==> config.mk <==
export PLATFORM = sky130hd
export DESIGN_NAME = digit_serial_adder
export DESIGN_NICKNAME = d
export VERILOG_FILES = /design/src/rtl/digit_serial_adder.sv
export SDC_FILE = /design/constraint.sdc
export NUM_CORES = 1
export LEC_CHECK = 0
export ABC_AREA = 1
export CORE_MARGIN = 2
export CORE_UTILIZATION = 30
export DETAILED_ROUTE_END_ITERATION = 8
export PLACE_DENSITY = 0.61
export SYNTH_ARGS = -nofsm -noshare
export SYNTH_HDL_FRONTEND = slang
export SYNTH_SLANG_ARGS = --single-unit
==> constraint.sdc <==
create_clock -name clk -period 3.3 [get_ports clk]
set_input_delay 0.66 -clock clk [delete_from_list [all_inputs] [get_ports clk]]
set_output_delay 0.66 -clock clk [all_outputs]
set_load 0.01 [all_outputs]
==> src/rtl/digit_serial_adder.sv <==
// Digit-serial adder/subtractor: adds DIGIT bits per cycle, LSB digit first,
// and publishes the full WIDTH-bit result, carry and signed overflow on the
// cycle it completes. Results hold until the next completion.
module digit_serial_adder #(
  parameter int WIDTH = 32,
  parameter int DIGIT = 4
) (
  input  logic             clk,
  input  logic             rst,
  input  logic             start,
  input  logic [WIDTH-1:0] a,
  input  logic [WIDTH-1:0] b,
  input  logic             cin,
  input  logic             sub,
  output logic             busy,
  output logic             done,
  output logic [WIDTH-1:0] sum,
  output logic             cout,
  output logic             ovf
);

  localparam int NDIG = WIDTH / DIGIT;
  localparam int CW   = (NDIG > 1) ? $clog2(NDIG) : 1;

  typedef enum logic [1:0] {IDLE, RUN, DONE} state_t;

  state_t           state, state_nxt;
  logic [WIDTH-1:0] a_reg, b_reg;   // b_reg already inverted for subtract
  logic [WIDTH-1:0] acc, acc_nxt;   // partial result, never visible on sum
  logic             carry;
  logic [CW-1:0]    k;
  logic [DIGIT:0]   dsum;
  logic             last;
  logic             load;

  assign last = (k == CW'(NDIG - 1));
  // DONE accepts a new start just like IDLE, giving back-to-back operation.
  assign load = start && (state != RUN);
  assign busy = (state == RUN);
  assign done = (state == DONE);

  // One digit of the ripple: current digit pair plus the carry register.
  always_comb begin
    dsum    = {1'b0, a_reg[int'(k)*DIGIT +: DIGIT]}
            + {1'b0, b_reg[int'(k)*DIGIT +: DIGIT]}
            + {{DIGIT{1'b0}}, carry};
    acc_nxt = acc;
    acc_nxt[int'(k)*DIGIT +: DIGIT] = dsum[DIGIT-1:0];
  end

  // State register.
  always_ff @(posedge clk) begin
    if (rst) state <= IDLE;
    else     state <= state_nxt;
  end

  // Next-state logic.
  always_comb begin
    state_nxt = state;
    case (state)
      IDLE:    if (start) state_nxt = RUN;
      RUN:     if (last)  state_nxt = DONE;
      DONE:    state_nxt = start ? RUN : IDLE;
      default: state_nxt = IDLE;
    endcase
  end

  // Operand latch, digit iteration and result publication.
  always_ff @(posedge clk) begin
    if (rst) begin
      a_reg <= '0;
      b_reg <= '0;
      acc   <= '0;
      carry <= 1'b0;
      k     <= '0;
      sum   <= '0;
      cout  <= 1'b0;
      ovf   <= 1'b0;
    end else if (load) begin
      a_reg <= a;
      b_reg <= sub ? ~b : b;
      carry <= sub ? 1'b1 : cin;
      k     <= '0;
    end else if (state == RUN) begin
      acc   <= acc_nxt;
      carry <= dsum[DIGIT];
      k     <= last ? '0 : k + CW'(1);
      if (last) begin
        sum  <= acc_nxt;
        cout <= dsum[DIGIT];
        // Carry into the MSB is a^b^s at that bit; overflow is it XOR carry out.
        ovf  <= a_reg[WIDTH-1] ^ b_reg[WIDTH-1] ^ acc_nxt[WIDTH-1] ^ dsum[DIGIT];
      end
    end
  end

endmodule

==> results.cfg, run 1 <==
[detailed_routing]
first_pass_iters = 5
via_per_inst = 4.67
via_count = 5801
wl_per_cell_um = 13.7
routed_wl_um = 17100
drcViolationCount = 0
drt_iter0_drc = 241
ant_nets = 0

[power]
p_leak_uw = 0.00347
power_density_mw_per_mm2 = 546
finalPower_uw = 4550
p_comb_share_pct = 13.5
ir_drop_mv = 0.326
switching_power_uw = 1130
switching_share_pct = 24.8
p_clk_share_pct = 47.1
pwr-share-seq_pct = 39.3
p_int_uw = 3420

[yosys]
syn_inst = 867
seq_area_frac_synth_pct = 42.8
synth_seq_cells = 136
yosys_warnings = 0
ys_types = 33
synth_area_mm2 = 0.00636
syn-num-nets = 948
synth_area_per_cell_um2 = 7.33

[floorplan]
ioPinCount = 105
die_h_um = 150
fp-row-count = 53
core_area_mm2 = 0.0209
fp.dieW_um = 150
start_util_pct = 30.4
dieArea_mm2 = 0.0224

[timing]
fin_setup_tns_ps = 0
tightest_slew_ps = 878
hold_viol_final = 0
slew_violations = 0
period_minus_slack_ps = 2940
fin_skew_ps = 7.84
setup_viol = 0
fmax_ghz = 0.340
rsz0062_at_grt = false
fin_crit_sh_pct = 89.2
slew_headroom_pct = 41.4
hold_ws_ps = 455

[global_route]
grt_pass1_wl_um = 27700
grt_max_degree = 47
grt_pass1_vias = 5421
grt_usage_pct = 15.7
grt-ovfl-total = 0
antenna_found_initial = 0

[critical_path]
critPathKind = reg2reg
end_kind = flip-flop
critical_path_arrival_ps = 3310
worst_setup_path_start_kind = flip-flop
worst-path-max-fanout = 10
worstPathRequired_ps = 3660

[clock_network]
ctsLongestPathBuffers = 2
clk_latency_ps = 420
hold_buffers = 0
root_buffer = clkbuf_16
htreeDepth = 4
cts_tree = yes
clk_pin_slew_ps = 60
clock-sinks = 136
numCtsBuffers = 17

[layout]
fin_util_pct = 39.9
final_cell_count_no_fill = 1243
drive_gt1_share_pct = 7.02
final_cell_mix = 178 x o21ai_0, 136 x dfxtp_1, 126 x nor2_1, 103 x clkdlybuf4s50_1, 100 x inv_1
antenna_cells = 0
nFillCells = 2162
ff_latch_area_mm2 = 0.00272
nNetsFinal = 1037
final_common_cell = o21ai_0
syn2layout_area_growth_pct = 31.1
multi_input_area_mm2 = 0.00299

[status]
status = finished, final reports clean

[place]
port_buffers = 104
place_inst = 1212
gp_congestion = 0.833
hpwlAfterDp_um = 12000

[run]
drv_cap = 0

[worst_hold_path]
min_path_type = reg2reg
## final timing paths
check,cells after the start,from,to,slack [ps]
max,12,k[1],acc[14],360
min,2,b_reg[19],b_reg[19],460
max reg2reg,12,k[1],acc[14],360
min reg2reg,2,b_reg[19],b_reg[19],460
## power groups by stage
stage | combinational [µW] | sequential [µW] | clock, µW
finish | 616 | 1790 | 2140
global route | 699 | 1800 | 2250
CTS | 617 | 1790 | 2190
detailed placement | 615 | 1830 | 0
global placement | 606 | 1820 | 0
floorplan | 406 | 1810 | 0
## stage by stage
stage               setup WS (ps)  cell area (µm²)
floorplan                     529             6360
global placement              414             7660
detailed placement            343             7660
CTS                           306             8330
global route                 76.9             8340
finish                        355             8340
## worst max-delay path, cell delays in order, from the launching register on
cell and delay [ps]:
dfxtp_1 320, inv_1 290, buf_4 260, o21ai_0 100, o221ai_1 200, o21ai_0 240, fa_1 540, xor2_2 200
nor3_1 200, nand2_1 100, o21ai_0 260, o21ai_0 120, inv_1 70
## final cells by class
| class | count | area share, % |
|---|---|---|
| multi-input combinational | 567 | 35.8 |
| sequential | 136 | 32.7 |
| timing repair buffer | 125 | 14.5 |
| clock buffer | 21 | 5.76 |
| inverter | 109 | 4.91 |
| tap | 275 | 4.13 |
| clock inverter | 10 | 2.28 |
## metal layers
metal | GRT usage (%) | part of all wire (%) | vias to the layer above | routed length (µm)
li1 | - | - | 3014 | -
met1 | 20.8 | 49 | 2646 | 8290
met2 | 25.4 | 45 | 121 | 7700
met3 | 3.63 | 4.9 | 20 | 831
met4 | 4.71 | 1.4 | 0 | 232
met5 | 0 | 0 | - | 0
## synthesized netlist by cell type, drive strengths merged
cell type / n / area share [%]
nor3: 6 / 0.65
inv: 108 / 6.4
or2: 1 / 0.098
a31oi: 7 / 0.69
nand4: 2 / 0.20
nor4: 2 / 0.20
buf: 26 / 2.2
clkbuf: 29 / 1.7
o21ai: 179 / 14
nand3: 14 / 1.2
ha: 10 / 2.0
nand2: 69 / 4.2
nor2: 128 / 7.8
xor2: 9 / 1.2
o31ai: 1 / 0.12
clkinv: 1 / 0.059
dfxtp: 136 / 43
o22ai: 14 / 1.4
o21bai: 23 / 2.7
o221ai: 1 / 0.14
fa: 2 / 0.63
a21oi: 66 / 5.2
a211oi: 7 / 0.83
xnor2: 26 / 3.6
## logic make-up (layout without fill, tap and decap cells)
family                   count (synthesis)  in the layout  share of synthesized area, %
AO/OA/AOI/OAI                          298            298                          25.1
buffers and inverters                  164            265                          10.4
adder cells (fa/ha/maj)                 12             12                          2.60
flip-flops                             136            136                          42.8
XOR/XNOR                                35             35                          4.82
AND/OR/NAND/NOR                        222            222                          14.3
## timing repair
action,CTS,global route
resized for setup,0,2
setup endpoints to repair,0,5
setup buffers,0,0
Power figures use the tool's default switching activity.
==> run 2, diff against run 1 <==
--- a/config.mk
+++ b/config.mk
@@ -9,6 +9,8 @@
 export CORE_MARGIN = 2
 export CORE_UTILIZATION = 30
 export DETAILED_ROUTE_END_ITERATION = 8
+export GPL_ROUTABILITY_DRIVEN = 0
+export HOLD_SLACK_MARGIN = 0.08
 export PLACE_DENSITY = 0.61
 export SYNTH_ARGS = -nofsm -noshare
 export SYNTH_HDL_FRONTEND = slang
==> results of run 2 <==
The final DEF is identical to that of run 1; final timing and power are the same.
